===== src/rtl/regfile_pkg.sv =====
// Shared source identifiers, default age limit and byte-enable
// legality check for the register-file write arbiter.
package regfile_pkg;

    typedef enum logic [1:0] {
        SRC_ALU = 2'd0,
        SRC_LD  = 2'd1,
        SRC_PC  = 2'd2
    } src_e;

    localparam int DEF_AGE_LIMIT = 3;

    function automatic logic be_legal(input logic [3:0] be);
        case (be)
            4'b0001, 4'b0010, 4'b0100, 4'b1000,
            4'b0011, 4'b1100, 4'b0111, 4'b1110,
            4'b1111: be_legal = 1'b1;
            default: be_legal = 1'b0;
        endcase
    endfunction

endpackage


===== src/rtl/regfile_wr_slot.sv =====
// Single-entry write buffer for one source: handshake, payload
// and a saturating age counter used for starvation promotion.
module regfile_wr_slot
    import regfile_pkg::*;
#(
    parameter int AGE_LIMIT = DEF_AGE_LIMIT
) (
    input  logic        clk,
    input  logic        rst,
    input  logic        i_valid,
    output logic        o_ready,
    input  logic [4:0]  i_addr,
    input  logic [31:0] i_data,
    input  logic [3:0]  i_be,
    input  logic        i_grant,
    output logic        o_valid,
    output logic [4:0]  o_addr,
    output logic [31:0] o_data,
    output logic [3:0]  o_be,
    output logic        o_aged
);

    localparam logic [1:0] LIM = 2'(AGE_LIMIT);

    logic        r_valid;
    logic [4:0]  r_addr;
    logic [31:0] r_data;
    logic [3:0]  r_be;
    logic [1:0]  r_age;
    logic        w_accept;

    // A granted entry leaves at this edge, so the slot can refill.
    assign o_ready  = !rst && (!r_valid || i_grant);
    assign w_accept = i_valid && o_ready;

    always_ff @(posedge clk) begin
        if (rst) begin
            r_valid <= 1'b0;
            r_addr  <= '0;
            r_data  <= '0;
            r_be    <= '0;
            r_age   <= '0;
        end else if (w_accept) begin
            r_valid <= 1'b1;
            r_addr  <= i_addr;
            r_data  <= i_data;
            r_be    <= i_be;
            r_age   <= '0;
        end else if (i_grant) begin
            r_valid <= 1'b0;
            r_age   <= '0;
        end else if (r_valid && r_age != LIM) begin
            r_age <= r_age + 2'd1;
        end
    end

    assign o_valid = r_valid;
    assign o_addr  = r_addr;
    assign o_data  = r_data;
    assign o_be    = r_be;
    assign o_aged  = r_valid && (r_age == LIM);

endmodule


===== src/rtl/regfile_wr_arbiter.sv =====
// Three-source arbiter onto one register-file write port with
// aging promotion, hazard flags and a sticky byte-enable error.
module regfile_wr_arbiter
    import regfile_pkg::*;
#(
    parameter int AGE_LIMIT = DEF_AGE_LIMIT
) (
    input  logic        clk,
    input  logic        rst,
    input  logic        alu_valid,
    input  logic        ld_valid,
    input  logic        pc_valid,
    output logic        alu_ready,
    output logic        ld_ready,
    output logic        pc_ready,
    input  logic [4:0]  alu_addr,
    input  logic [4:0]  ld_addr,
    input  logic [4:0]  pc_addr,
    input  logic [31:0] alu_data,
    input  logic [31:0] ld_data,
    input  logic [31:0] pc_data,
    input  logic [3:0]  alu_be,
    input  logic [3:0]  ld_be,
    input  logic [3:0]  pc_be,
    output logic        wr_en,
    output logic [4:0]  wr_addr,
    output logic [31:0] wr_data,
    output logic [3:0]  wr_be,
    input  logic [4:0]  addr_rs,
    input  logic [4:0]  addr_rt,
    output logic        hz_rs,
    output logic        hz_rt,
    output logic        be_err
);

    logic        w_alu_v, w_ld_v, w_pc_v;
    logic [4:0]  w_alu_a, w_ld_a, w_pc_a;
    logic [31:0] w_alu_d, w_ld_d, w_pc_d;
    logic [3:0]  w_alu_b, w_ld_b, w_pc_b;
    logic        w_alu_aged, w_ld_aged, w_pc_aged;
    logic        w_gnt_alu, w_gnt_ld, w_gnt_pc;
    logic        w_gnt_any;
    src_e        w_gnt_src;
    logic [4:0]  w_sel_addr;
    logic [31:0] w_sel_data;
    logic [3:0]  w_sel_be;
    logic        w_legal;
    logic        w_write;
    logic        r_be_err;

    regfile_wr_slot #(.AGE_LIMIT(AGE_LIMIT)) u_alu (
        .clk(clk), .rst(rst),
        .i_valid(alu_valid), .o_ready(alu_ready),
        .i_addr(alu_addr), .i_data(alu_data), .i_be(alu_be),
        .i_grant(w_gnt_alu),
        .o_valid(w_alu_v), .o_addr(w_alu_a),
        .o_data(w_alu_d), .o_be(w_alu_b), .o_aged(w_alu_aged)
    );

    regfile_wr_slot #(.AGE_LIMIT(AGE_LIMIT)) u_ld (
        .clk(clk), .rst(rst),
        .i_valid(ld_valid), .o_ready(ld_ready),
        .i_addr(ld_addr), .i_data(ld_data), .i_be(ld_be),
        .i_grant(w_gnt_ld),
        .o_valid(w_ld_v), .o_addr(w_ld_a),
        .o_data(w_ld_d), .o_be(w_ld_b), .o_aged(w_ld_aged)
    );

    regfile_wr_slot #(.AGE_LIMIT(AGE_LIMIT)) u_pc (
        .clk(clk), .rst(rst),
        .i_valid(pc_valid), .o_ready(pc_ready),
        .i_addr(pc_addr), .i_data(pc_data), .i_be(pc_be),
        .i_grant(w_gnt_pc),
        .o_valid(w_pc_v), .o_addr(w_pc_a),
        .o_data(w_pc_d), .o_be(w_pc_b), .o_aged(w_pc_aged)
    );

    // Aged entries first (LD, PC, ALU), then plain ALU > LD > PC.
    always_comb begin
        w_gnt_any = 1'b1;
        w_gnt_src = SRC_ALU;
        if (w_ld_aged)       w_gnt_src = SRC_LD;
        else if (w_pc_aged)  w_gnt_src = SRC_PC;
        else if (w_alu_aged) w_gnt_src = SRC_ALU;
        else if (w_alu_v)    w_gnt_src = SRC_ALU;
        else if (w_ld_v)     w_gnt_src = SRC_LD;
        else if (w_pc_v)     w_gnt_src = SRC_PC;
        else                 w_gnt_any = 1'b0;
    end

    assign w_gnt_alu = w_gnt_any && (w_gnt_src == SRC_ALU);
    assign w_gnt_ld  = w_gnt_any && (w_gnt_src == SRC_LD);
    assign w_gnt_pc  = w_gnt_any && (w_gnt_src == SRC_PC);

    always_comb begin
        w_sel_addr = '0;
        w_sel_data = '0;
        w_sel_be   = '0;
        unique case (w_gnt_src)
            SRC_ALU: begin
                w_sel_addr = w_alu_a;
                w_sel_data = w_alu_d;
                w_sel_be   = w_alu_b;
            end
            SRC_LD: begin
                w_sel_addr = w_ld_a;
                w_sel_data = w_ld_d;
                w_sel_be   = w_ld_b;
            end
            SRC_PC: begin
                w_sel_addr = w_pc_a;
                w_sel_data = w_pc_d;
                w_sel_be   = w_pc_b;
            end
            default: ;
        endcase
    end

    assign w_legal = be_legal(w_sel_be);
    assign w_write = w_gnt_any && w_legal && (w_sel_addr != 5'd0);

    assign wr_en   = w_write;
    assign wr_addr = w_write ? w_sel_addr : 5'd0;
    assign wr_data = w_write ? w_sel_data : 32'd0;
    assign wr_be   = w_write ? w_sel_be   : 4'd0;

    always_ff @(posedge clk) begin
        if (rst)
            r_be_err <= 1'b0;
        else if (w_gnt_any && !w_legal)
            r_be_err <= 1'b1;
    end

    assign be_err = r_be_err;

    assign hz_rs = (addr_rs != 5'd0) &&
                   ((w_alu_v && w_alu_a == addr_rs) ||
                    (w_ld_v  && w_ld_a  == addr_rs) ||
                    (w_pc_v  && w_pc_a  == addr_rs));

    assign hz_rt = (addr_rt != 5'd0) &&
                   ((w_alu_v && w_alu_a == addr_rt) ||
                    (w_ld_v  && w_ld_a  == addr_rt) ||
                    (w_pc_v  && w_pc_a  == addr_rt));

endmodule


===== config.mk =====
export PLATFORM = sky130hd
export DESIGN_NAME = regfile_wr_arbiter
export DESIGN_NICKNAME = d
export VERILOG_FILES = /design/src/rtl/regfile_pkg.sv /design/src/rtl/regfile_wr_slot.sv /design/src/rtl/regfile_wr_arbiter.sv
export SDC_FILE = /design/constraint.sdc
export NUM_CORES = 1
export LEC_CHECK = 0
export BUFFER_PORTS_ARGS = -buffer_cell sky130_fd_sc_hd__buf_4
export CAP_MARGIN = 20
export CELL_PAD_IN_SITES_DETAIL_PLACEMENT = 2
export CELL_PAD_IN_SITES_GLOBAL_PLACEMENT = 2
export CORE_ASPECT_RATIO = 0.6
export CORE_MARGIN = 1
export CORE_UTILIZATION = 33
export DETAILED_ROUTE_END_ITERATION = 16
export PLACE_DENSITY_LB_ADDON = 0.1
export SLEW_MARGIN = 10
export SYNTH_ARGS = -nofsm -noshare
export SYNTH_HDL_FRONTEND = slang
export SYNTH_SLANG_ARGS = --single-unit
export TNS_END_PERCENT = 20

===== constraint.sdc =====
create_clock -name clk -period 5.2 [get_ports clk]
set_input_delay 1.04 -clock clk [delete_from_list [all_inputs] [get_ports clk]]
set_output_delay 1.04 -clock clk [all_outputs]
set_load 0.01 [all_outputs]

==> flow_summary.json, run 1 <==
{
  "peakVddDrop_mv": 0.212,
  "cts-resized-gates": 0,
  "power_density_nw_per_um2": 348,
  "end_kind": "output port",
  "cts_sinks": 131,
  "ys.flop_type": "dfxtp_1",
  "path_clk_slew_ns": 0.06,
  "crit_type": "reg2out",
  "grt-ovfl-total": 0,
  "status": "finished clean",
  "synth_edf_count": 0,
  "nets": 1048,
  "clockRootBuffer": "clkbuf_16",
  "dieArea_um2": 20500,
  "worstMarginPinSlew_ns": 1.00,
  "grt_max_degree": 137,
  "ys_types": 47,
  "diodes": 0,
  "postRouteAntennaNets": 0,
  "grt_pass1_wl_mm": 39.4,
  "fin_crit_sh_pct": 94.7,
  "finalSetupViolations": 0,
  "p_leak_nw": 3.56,
  "syn_avg_cell_area_um2": 8.62,
  "port_buffers": 185,
  "holdCritPathClass": "reg2reg",
  "synth_area_um2": 6580,
  "numCtsBuffers": 17,
  "slew_headroom_pct": 32.8,
  "synth_top_area_share_pct": 39.9,
  "grtUsageMet2_pct": 39.0,
  "maxSlewViolCount": 0,
  "htree_levels": 4,
  "start_util_pct": 34.1,
  "ys_seq_area_share_pct": 39.9,
  "yosys-top-cells-area": "dfxtp_1, nand2b_1, nand2_1",
  "multi_input_area_um2": 3480,
  "gp_congestion": 0.865,
  "holdBufCountCts": 0,
  "routed_wirelength_mm": 25.5,
  "track_usage_pct": 25.3,
  "grt_pass1_vias": 6842,
  "rows": 39,
  "final_cells": 1185,
  "ioPinCount": 186,
  "synth_nets": 904,
  "cpMaxStageDelayCell": "nor2_4",
  "cts_setup_buffers": 0,
  "register_area_um2": 2620,
  "synthArstFlopShare_pct": 0,
  "vias": 6348,
  "final.min_clock_period_ns": 4.92,
  "startpoint_type": "flip-flop",
  "use_met3_pct": 4.55,
  "drive_gt1_share_pct": 29.3,
  "coreArea_um2": 19300,
  "fin_setup_tns_ns": 0,
  "worstPathCellList": "ha_1 > a21oi_1 > o21a_4 > a222oi_1 > nand4_1 > nor2_4 > buf_12 > nor3_2 > buf_4",
  "synth_common_cells": "nand2_1, dfxtp_1, o21ai_0, nand2b_1, clkbuf_1",
  "yosys_register_bits": 131,
  "drt_pass1_iterations": 6,
  "antenna_found_initial": 0,
  "routedWlPerCell_um": 21.5,
  "arrival_ns": 3.88,
  "timing.fmax_mhz": 203,
  "required_ns": 4.16,
  "holdWs_ns": 0.476,
  "synth.largest_area_cell": "dfxtp_1",
  "hold_violations": 0,
  "via_per_inst": 5.36,
  "syn_to_final_growth_pct": 30.7,
  "drc": 0,
  "cts_buffer_depth": 2,
  "fill_cells": 2135,
  "cap_violations": 0,
  "critPathMaxFanout": 44,
  "die_w_um": 184,
  "use_met1_pct": 36.1,
  "hpwl_mm": 17.4,
  "yosys_warnings": 0,
  "slowest_delay_ns": 0.79,
  "fin_worst_skew_ns": 0.00972,
  "rsz0062_at_grt": "no",
  "drt_iter0_drc": 475,
  "place_inst": 1152,
  "synth.most_common_cell": "nand2_1",
  "cts_tree": "yes",
  "syn_inst": 763,
  "clk_latency_ns": 0.42,
  "die-height_um": 111,
  "top_usage_layer": "met2"
}
registers in the layout, indices dropped and copies added, names as in the netlist, 4 cells and up:
signal	count
u_alu.o_addr	5
u_alu.o_be	4
u_pc.o_be	4
u_alu.o_data	32
u_ld.o_be	4
u_pc.o_addr	5
u_ld.o_addr	5
u_ld.o_data	32
u_pc.o_data	32
worst max-delay path: cells and delay by family, from the launching register on:
family	cells	cell delay, ns
adders and majority gates	1	0.30
and+or+nand+nor	3	1.14
AOI/OAI and AO/OA	3	1.20
DFF	1	0.37
buffers and inverters	2	0.44
power breakdown:
group	internal [mW]	switching, mW
clock network	0.861	0.460
logic	0.218	0.311
registers	1.08	0.0632
cell families (layout without fill, tap and decap cells):
group	Yosys count	in the layout	share of synthesized area (%)
buf+inv	74	230	7.36
xor+xnor	32	32	4.26
compound gates	146	146	15.4
flops	131	131	39.9
mux	3	3	0.533
simple gates	374	374	32.1
fa+ha+maj	3	3	0.571
final timing paths:
path | start | endpoint | slack, ns | cells after the start
min reg2reg | u_pc.o_data[12]$_SDFFE_PP0P_ | u_pc.o_data[12]$_SDFFE_PP0P_ | 0.48 | 2
max reg2reg | u_pc.o_valid$_SDFFE_PP0P_ | u_pc.o_data[6]$_SDFFE_PP0P_ | 0.96 | 8
min | u_pc.o_data[12]$_SDFFE_PP0P_ | u_pc.o_data[12]$_SDFFE_PP0P_ | 0.48 | 2
max | u_pc.r_age[0]$_SDFFE_PP0P_ | wr_data[24] | 0.28 | 9
layout by cell type (no fill, tap or decap), types with 4 or more instances in the layout:
cell	n
clkbuf_16	17
a222oi_1	39
nand3_1	44
nand2b_1	82
o21ai_0	83
inv_1	4
clkinvlp_4	4
nor3_1	10
bufinv_16	5
xor2_1	21
xnor2_1	11
nor4_1	6
a21oi_1	10
buf_4	192
nand3b_1	42
dfxtp_1	131
nor3_2	28
nor2_1	14
nand2_1	131
stage by stage:
stage	area, µm²	utilization [%]	power [mW]	worst slack, ns
2_1_floorplan	6580	-	1.47	1.68
3_3_place_gp	7910	41.0	1.65	1.04
3_5_place_dp	7910	41.0	1.68	0.878
4_1_cts	8550	44.4	3.02	0.275
5_1_grt	8590	44.6	3.11	0.103
6_report	8590	44.6	2.99	0.276
cell type report:
cell class                 count  area share, %
tap                          266           3.87
inverter                       4          0.175
multi-input combinational    558           40.4
clock inverter                13           2.42
sequential                   131           30.5
timing repair buffer         195           17.5
clock buffer                  18           5.11
routing by layer:
metal	wire length (µm)	part of all wire, %
met3	1280	5.0
met5	0	0
met1	12500	49
met2	11400	45
met4	255	1.0
No activity file was read; power rests on OpenSTA's default activity.
==> run 2, diff against run 1 <==
ABC_AREA = 1   (was default)
CORE_UTILIZATION = 30   (was 33)
==> flow_summary.json, run 2 <==
{
  "status": "finished clean",
  "grt_pass1_wl_mm": 40.0,
  "fin_crit_sh_pct": 89.5,
  "final_cell_mix": "buf_4, nand3_1, dfxtp_1",
  "maxSlewViolCount": 0,
  "crit_type": "reg2out",
  "die_w_um": 185,
  "yosys_warnings": 0,
  "rr_startpoint": "u_pc.o_valid$_SDFFE_PP0P_",
  "start_util_pct": 31.2,
  "yosys_register_bits": 131,
  "ys_types": 33,
  "track_usage_pct": 25.6,
  "synthArstFlopShare_pct": 0,
  "synth_nets": 988,
  "cap_violations": 0,
  "port_buffers": 185,
  "power_density_nw_per_um2": 340,
  "layout_commonest_cell": "buf_4",
  "coreArea_um2": 19400,
  "cts-resized-gates": 0,
  "via_per_inst": 5.09,
  "cts_sinks": 131,
  "die-height_um": 112,
  "drive_gt1_share_pct": 25.0,
  "fin_worst_skew_ns": 0.0174,
  "grt_max_degree": 44,
  "nets": 1145,
  "routedWlPerCell_um": 20.3,
  "vias": 6532,
  "final_util_pct": 41.9,
  "worstPathCellList": "nand2_1 > nand3_1 > nand2_1 > inv_1 > buf_4 > nand3_2 > nand3_1 > nand3_1 > nand2_1 > nand3_4 > nor2_1 > buf_4",
  "r2r_setup_slack_ns": 1.72,
  "slew_headroom_pct": 31.1,
  "startpoint_type": "flip-flop",
  "synth_edf_count": 0,
  "cts_tree": "yes",
  "dieArea_um2": 20800,
  "grt-ovfl-total": 0,
  "postRouteAntennaNets": 0,
  "grt_pass1_vias": 6923,
  "crit_buf_inv": 3,
  "crit_family": "simple AND/OR/NAND/NOR gates",
  "ioPinCount": 186,
  "hold_violations": 0,
  "end_kind": "output port",
  "slowest_delay_ns": 0.54,
  "ys_seq_area_share_pct": 43.3,
  "hpwl_mm": 18.1,
  "worst_r2r_path_depth": 12,
  "rsz0062_at_grt": "no",
  "synth.most_common_cell": "nand3_1",
  "syn_avg_cell_area_um2": 7.15,
  "diodes": 0,
  "peakVddDrop_mv": 0.225,
  "antenna_found_initial": 0,
  "drt_iter0_drc": 388,
  "gp_congestion": 0.891,
  "rows": 39,
  "htree_levels": 4,
  "synth_top_area_share_pct": 43.3,
  "critPathMaxFanout": 42,
  "fin_setup_tns_ns": 0,
  "cpMaxStageDelayCell": "dfxtp_1",
  "yosys-top-cells-area": "dfxtp_1, nand3_1, nand2_1",
  "cts_setup_buffers": 0,
  "p_leak_nw": 3.59,
  "path_clk_slew_ns": 0.06,
  "synth.largest_area_cell": "dfxtp_1",
  "timing.fmax_mhz": 215,
  "clockRootBuffer": "clkbuf_16",
  "routed_wirelength_mm": 26.1,
  "final.min_clock_period_ns": 4.66,
  "arrival_ns": 3.62,
  "holdCritPathClass": "reg2reg",
  "worstMarginPinSlew_ns": 1.03,
  "synth_area_um2": 6060,
  "syn_inst": 847,
  "reg2reg_to": "u_ld.o_data[19]$_SDFFE_PP0P_",
  "crit_end": "wr_data[23]",
  "numCtsBuffers": 17,
  "cts_buffer_depth": 2,
  "drc": 0,
  "cp_num_cells": 12,
  "ys.flop_type": "dfxtp_1",
  "holdBufCountCts": 0,
  "critPathLaunch": "u_pc.o_valid$_SDFFE_PP0P_",
  "drt_pass1_iterations": 5,
  "synth_common_cells": "nand3_1, dfxtp_1, nand2_1, inv_1, o21ai_0",
  "clk_latency_ns": 0.42,
  "syn_to_final_growth_pct": 34.4,
  "finalSetupViolations": 0,
  "required_ns": 4.16
}
-- run 2: changes by cell type after synthesis, sizes merged, moves of 10 or more --
| cell | delta |
|---|---|
| nand3 | +114 |
| xnor2 | -10 |
| nand3b | -42 |
| nor3 | -38 |
| inv | +110 |
| clkbuf | -18 |
| a21oi | +37 |
| a222oi | -39 |
| nand2b | -82 |
| o22ai | +44 |
| xor2 | -16 |
| nor2 | +40 |
-- run 2: per-layer routing --
layer	GRT usage, %	vias to the layer above	share of wire (%)
met5	0	-	0
met4	6.01	0	1.0
met3	5.06	19	5.4
met2	37.4	171	41
met1	38.3	3201	52
li1	-	3141	-
-- run 2: how the worst min path moves through the flow --
stage                                                to  cells past startpoint                          start
final                     u_alu.o_data[26]$_SDFFE_PP0P_                      2  u_alu.o_data[26]$_SDFFE_PP0P_
after global routing       u_alu.o_data[8]$_SDFFE_PP0P_                      2   u_alu.o_data[8]$_SDFFE_PP0P_
after CTS                 u_alu.o_data[14]$_SDFFE_PP0P_                      2  u_alu.o_data[14]$_SDFFE_PP0P_
after detailed placement  u_alu.o_data[29]$_SDFFE_PP0P_                      2  u_alu.o_data[29]$_SDFFE_PP0P_
after global placement     u_alu.o_data[0]$_SDFFE_PP0P_                      2   u_alu.o_data[0]$_SDFFE_PP0P_
after floorplan            u_alu.o_data[0]$_SDFFE_PP0P_                      2   u_alu.o_data[0]$_SDFFE_PP0P_
-- run 2: tightest hold or removal path, stage by stage (launching register included) --
cell and delay, ns:
dfxtp_1 0.31, nand2_1 0.06, nand2_1 0.04
-- run 2: report_power, final --
| group | total [mW] | switching (mW) | internal [mW] | leakage [nW] |
|---|---|---|---|---|
| logic | 0.496 | 0.313 | 0.183 | 2.25 |
| clock network | 1.15 | 0.527 | 0.622 | 0.263 |
| registers | 1.12 | 0.0426 | 1.08 | 1.08 |
| total | 2.77 | 0.883 | 1.89 | 3.59 |
-- run 2: kinds of logic (layout without fill, tap and decap cells) --
group / count (synthesis) / count (layout) / share of synthesized area, %
simple gates: 347 / 347 / 26.0
mux: 1 / 1 / 0.186
flops: 131 / 131 / 43.3
compound gates: 188 / 188 / 17.4
xor+xnor: 6 / 6 / 0.867
buf+inv: 171 / 341 / 11.6
fa+ha+maj: 3 / 3 / 0.620
-- run 2: cell type report --
class | count | area, µm²
clock buffers | 17 | 425
clock inverters | 15 | 123
fillers | 2335 | 11300
inverters | 114 | 428
multi-input cells | 545 | 2750
flip-flops and latches | 131 | 2620
well taps | 266 | 333
repair buffers | 195 | 1460
-- run 2: per-stage QoR --
step	instance area (µm²)	setup WS (ns)	hold slack, ns	std cells	power (mW)
after floorplan	6060	2.11	0.419	847	1.41
after global placement	7590	1.28	0.429	1251	1.62
after detailed placement	7590	1.06	0.435	1251	1.64
after CTS	8140	0.537	0.452	1283	2.78
after global routing	8140	0.287	0.472	1283	2.88
final	8140	0.544	0.449	1283	2.77
